==> config.mk <==
export PLATFORM = sky130hd
export DESIGN_NAME = cpu_run_ctrl
export DESIGN_NICKNAME = d
export VERILOG_FILES = /design/src/rtl/cpu_run_ctrl_pkg.sv /design/src/rtl/cpu_run_ctrl_reset_sync.sv /design/src/rtl/cpu_run_ctrl.sv
export SDC_FILE = /design/constraint.sdc
export NUM_CORES = 1
export LEC_CHECK = 0
export ABC_AREA = 1
export BUFFER_PORTS_ARGS = -buffer_cell sky130_fd_sc_hd__buf_2
export CAP_MARGIN = 40
export CELL_PAD_IN_SITES_DETAIL_PLACEMENT = 1
export CELL_PAD_IN_SITES_GLOBAL_PLACEMENT = 2
export CORE_ASPECT_RATIO = 1.2
export CORE_MARGIN = 2
export CORE_UTILIZATION = 31
export CTS_CLUSTER_DIAMETER = 80
export DETAILED_ROUTE_END_ITERATION = 10
export HOLD_SLACK_MARGIN = 0.02
export PLACE_DENSITY = 0.87
export RECOVER_POWER = 50
export SYNTH_ARGS = -nofsm -noshare
export SYNTH_HDL_FRONTEND = slang
export SYNTH_SLANG_ARGS = --single-unit
export TNS_END_PERCENT = 50
==> constraint.sdc <==
create_clock -name i_clock -period 1.1 [get_ports i_clock]
set_input_delay 0.22 -clock i_clock [delete_from_list [all_inputs] [get_ports i_clock]]
set_output_delay 0.22 -clock i_clock [all_outputs]
set_load 0.01 [all_outputs]
==> src/rtl/cpu_run_ctrl_pkg.sv <==
// Shared run-control definitions: state encodings and defaults used by the core,
// the emulator bench and the run-control stage.
package cpu_run_ctrl_pkg;

    typedef enum logic [1:0] {
        ST_RESET = 2'd0,
        ST_HALT  = 2'd1,
        ST_RUN   = 2'd2,
        ST_STEP  = 2'd3
    } run_state_t;

    localparam int unsigned CNT_W_DEF = 16;

    // States in which the divider runs and clock enables may be issued.
    function automatic logic is_active(run_state_t s);
        return (s == ST_RUN) || (s == ST_STEP);
    endfunction

endpackage

==> src/rtl/cpu_run_ctrl_reset_sync.sv <==
// Two-flop reset synchroniser: asserts asynchronously, releases on the clock.
module cpu_run_ctrl_reset_sync (
    input  logic clock,
    input  logic arst_n,
    output logic sync_rst_n
);

    logic meta;
    logic held;

    always_ff @(posedge clock or negedge arst_n) begin
        if (!arst_n) begin
            meta <= 1'b0;
            held <= 1'b0;
        end else begin
            meta <= 1'b1;
            held <= meta;
        end
    end

    assign sync_rst_n = held;

endmodule

==> src/rtl/cpu_run_ctrl.sv <==
// Run-control stage for the BJT CPU core: stretched core reset, divided clock
// enable, run/halt/single-step FSM and a saturating count of issued enables.
module cpu_run_ctrl
    import cpu_run_ctrl_pkg::*;
#(
    parameter int unsigned RST_STRETCH = 4,
    parameter int unsigned DIV_W       = 4,
    parameter int unsigned CNT_W       = CNT_W_DEF
) (
    input  logic             i_clock,
    input  logic             i_reset_n,
    input  logic             i_run,
    input  logic             i_step,
    input  logic             i_halt_req,
    input  logic [DIV_W-1:0] i_div,
    output logic             o_cpu_reset,
    output logic             o_cpu_ce,
    output logic             o_step_ack,
    output logic [1:0]       o_state,
    output logic [CNT_W-1:0] o_cycle_cnt
);

    localparam int unsigned SW = (RST_STRETCH > 1) ? $clog2(RST_STRETCH) : 1;
    localparam logic [SW-1:0] STRETCH_LAST = SW'(RST_STRETCH - 1);

    logic             rst_n;
    run_state_t       state;
    run_state_t       state_next;
    logic [SW-1:0]    stretch_cnt;
    logic [DIV_W-1:0] div_cnt;
    logic [DIV_W-1:0] div_cnt_next;
    logic             ce;
    logic             ce_next;
    logic             ack;
    logic             ack_next;
    logic             step_q;
    logic             step_rise;
    logic [CNT_W-1:0] cycle_cnt;

    cpu_run_ctrl_reset_sync u_reset_sync (
        .clock      (i_clock),
        .arst_n     (i_reset_n),
        .sync_rst_n (rst_n)
    );

    assign step_rise = i_step & ~step_q;

    // The enable is registered, so the divider predicts next cycle's tick from the
    // count it is about to hold; ce itself marks the current tick cycle.
    always_comb begin
        state_next = state;
        unique case (state)
            ST_RESET: if (stretch_cnt == STRETCH_LAST) state_next = i_run ? ST_RUN : ST_HALT;
            ST_RUN:   if (i_halt_req || !i_run)        state_next = ST_HALT;
            ST_HALT: begin
                if (step_rise)  state_next = ST_STEP;
                else if (i_run) state_next = ST_RUN;
            end
            ST_STEP:  if (ce)                          state_next = ST_HALT;
        endcase

        div_cnt_next = '0;
        if (is_active(state) && is_active(state_next) && !ce)
            div_cnt_next = div_cnt + 1'b1;

        ce_next  = is_active(state_next) && (div_cnt_next >= i_div);
        ack_next = ce_next && (state_next == ST_STEP);
    end

    always_ff @(posedge i_clock or negedge rst_n) begin
        if (!rst_n) begin
            state       <= ST_RESET;
            stretch_cnt <= '0;
            div_cnt     <= '0;
            ce          <= 1'b0;
            ack         <= 1'b0;
            step_q      <= 1'b0;
            cycle_cnt   <= '0;
        end else begin
            state   <= state_next;
            div_cnt <= div_cnt_next;
            ce      <= ce_next;
            ack     <= ack_next;
            step_q  <= i_step;
            if (state == ST_RESET && stretch_cnt != STRETCH_LAST)
                stretch_cnt <= stretch_cnt + 1'b1;
            if (ce && cycle_cnt != '1)
                cycle_cnt <= cycle_cnt + 1'b1;
        end
    end

    assign o_cpu_reset = (state == ST_RESET);
    assign o_cpu_ce    = ce;
    assign o_step_ack  = ack;
    assign o_state     = state;
    assign o_cycle_cnt = cycle_cnt;

endmodule

==> results_dict.tcl <==
set metrics [dict create \
    status "complete, but fails checks" \
    violations "setup timing" \
    rows 29 \
    via_count 1859 \
    rsz0062_at_grt "yes" \
    max_cap_violations 0 \
    gr-total-overflow 0 \
    cts_tree "yes" \
    hpwlAfterDp_um 3580 \
    period_needed_ns 1.89 \
    clock.fmax_mhz 528 \
    max_slew.worst_pin.slew_ns 0.714 \
    synthFlopType "dfrtp_1" \
    syn_to_final_growth_pct 85.2 \
    synth_top_area_share_pct 43.9 \
    crit_required_ns 1.28 \
    chipWidth_um 70.7 \
    cts-root-buf "clkbuf_8" \
    num_io_pins 30 \
    synth_area_leaders "dfrtp_1 44%, nand2_1 17%, inv_1 7.0%" \
    crit_arrival_ns 2.08 \
    worst-r2r-cell-count 13 \
    drv_slew 0 \
    crit_path_end_kind "flop" \
    criticalPathCategory "flop to flop" \
    antenna_found_initial 0 \
    core_um2 5230 \
    p_leak_nw 1.54 \
    grt_max_degree 17 \
    cts_inserted_buffers 5 \
    setup_viol 42 \
    drc 0 \
    track_usage_pct 21.0 \
    start_kind "flop" \
    fin_cells 391 \
    period_share_pct 172 \
    diodes 0 \
    reg2reg_to "o_step_ack$_DFF_PN0_" \
    dp_cells 357 \
    drt_iter0_drc 51 \
    yosys_warnings 0 \
    dr.pass1.iters 4 \
    start_util_pct 31.7 \
    grt_pass1_vias 2028 \
    hold_path.class "input port to flop" \
    die_h_um 84.0 \
    fp.dieArea_um2 5940 \
    synth_top_area_cell "dfrtp_1" \
    synthCells 222 \
    async_flop_share_pct 100 \
    pwr_density_cell_nw_per_um2 1810 \
    fin_setup_tns_ns -10.03 \
    io_buffers 29 \
    maxSlewHeadroom_pct 52.4 \
    cts_max_path_buffers 2 \
    finalNetCount 344 \
    yosysUniqueCellTypes 22 \
    min_path_cells 1 \
    num-fill-cells 602 \
    routed_via_density 4.75 \
    wire_per_inst_um 15.6 \
    insertion_delay_ns 0.29 \
    worst_slack_ns -0.794 \
    cts.sink_count 29 \
    timing.rr.start "o_state[1]$_DFF_PN0_" \
    finClkSkew_ns 0.00872 \
    ant_nets 0 \
    drive_gt1_share_pct 57.4 \
    place_ws_ns -0.768 \
    critPathMaxFanout 4 \
    h-tree-depth 2 \
    ys_seq_area_share_pct 43.9 \
    hp-start "i_step" \
    max-vdd-ir-drop_mv 1.41 \
    hold_violations 0 \
    ys_ff_latch 29 \
    r2r_setup_slack_ns -0.79 \
    globalplace.congestion 0.803 \
    synth_nets 238 \
    clk_pin_slew_ns 0.07 \
    finalWirelength_um 6090 \
    grt_pass1_wl_um 9620 \
    synth_area_um2 1650 \
    avgSynthCellArea_um2 7.45 \
    synth_edf_count 0 \
    min_to "step_q$_DFF_PN0_" \
]
-- cell usage in the layout (no fill, tap or decap), drive strengths merged --
cell type / instances
buf: 96
nand2: 79
inv: 33
dfrtp: 29
nor2: 27
nand3: 19
clkbuf: 10
ha: 7
nand4: 6
xnor2: 5
o21ai: 5
xor2: 4
a21oi: 2
nor3: 1
clkinv: 1
nand3b: 1
mux2: 1
bufinv: 1
dlygate4sd3: 1
conb: 1
-- worst max-delay path by stage --
stage | from | to | slack (ns) | depth (start not counted)
floorplan | o_cpu_ce$_DFF_PN0_ | o_step_ack$_DFF_PN0_ | -0.65 | 13
global placement | o_state[0]$_DFF_PN0_ | o_step_ack$_DFF_PN0_ | -0.66 | 12
detailed placement | stretch_cnt[0]$_DFFE_PN0P_ | o_step_ack$_DFF_PN0_ | -0.77 | 12
CTS | stretch_cnt[1]$_DFFE_PN0P_ | o_step_ack$_DFF_PN0_ | -0.75 | 12
global route | o_state[1]$_DFF_PN0_ | o_step_ack$_DFF_PN0_ | -0.92 | 11
finish | o_state[1]$_DFF_PN0_ | o_step_ack$_DFF_PN0_ | -0.79 | 13
-- critical path, stage by stage, from the launching register on --
cell and delay, ns:
dfrtp_1 0.40, buf_6 0.12, a21oi_2 0.14, nand2_2 0.08
nand2_4 0.08, nand3_4 0.14, nor2_4 0.18, ha_4 0.22
inv_2 0.05, nor2_2 0.03, o21ai_2 0.13, nand3_2 0.08
nand3_2 0.09, nor2_2 0.04
-- layout make-up --
type,instances,area (µm²),area share [%]
Tap cell,62,77.6,2.53
Multi-Input combinational cell,158,1090,35.7
Timing Repair inverter,1,11.3,0.367
Sequential cell,29,727,23.7
Clock inverter,1,30.0,0.980
Clock buffer,7,86.3,2.82
Inverter,33,144,4.70
Timing Repair Buffer,100,893,29.2
-- cell families (layout without fill, tap and decap cells) --
logic type,Yosys count,after routing,share of synthesized area (%)
AOI/OAI and AO/OA,7,7,2.12
xor gates and xnor gates,9,9,4.77
adders and majority gates,7,7,5.29
buffers and inverters,35,142,8.55
DFF,29,29,43.9
muxes,1,1,0.681
other,1,1,0.227
and+or+nand+nor,133,133,34.5
-- power by group --
part	internal [mW]	leakage, nW	switching (mW)
Combinational	1.44	1.10	1.50
Sequential	1.27	0.381	0.160
Clock	0.738	0.0585	0.436
-- metrics by stage --
stage	util (%)	instance area [µm²]	hold WS, ns	power, mW
global route	58.6	3060	0.0421	5.85
floorplan	-	1680	-0.0756	2.34
global placement	42.9	2240	0.00661	3.13
CTS	55.0	2880	0.0443	5.19
finish	58.6	3060	0.0499	5.55
detailed placement	42.9	2240	0.0103	3.21
-- sequential cells by signal (all words and copies together), names as in the netlist --
name / cells
o_step_ack: 1
o_cpu_ce: 1
o_cycle_cnt: 16
step_q: 1
div_cnt: 4
u_reset_sync.meta: 1
o_state: 2
stretch_cnt: 2
u_reset_sync.sync_rst_n: 1
-- per-layer routing --
layer | vias up | wire, µm | track usage [%] | share of wire [%]
li1 | 898 | - | - | -
met1 | 922 | 2450 | 22.7 | 40
met2 | 32 | 3380 | 40.3 | 56
met3 | 7 | 189 | 4.23 | 3.1
met4 | 0 | 69 | 5.66 | 1.1
met5 | - | 0 | 0 | 0
-- cells in the mapped netlist (3+ instances only) --
master	instances
dfrtp_1	29
ha_1	7
inv_1	31
nand2_1	76
nand2_2	3
nand3_1	19
nand4_1	6
nor2_1	23
o21ai_0	5
xnor2_1	5
xor2_1	4
-- what timing repair did --
| action | CTS | global route |
|---|---|---|
| setup endpoints to repair | 40 | 43 |
| buffers inserted | 16 | 11 |
| endpoints found under the hold margin | 2 | 0 |
| hold buffers | 1 | 0 |
| pin swaps | 19 | 24 |
| gates cloned | 2 | 0 |
| gates resized for setup | 93 | 52 |
Note: power is estimated with default switching activity, not from simulation.
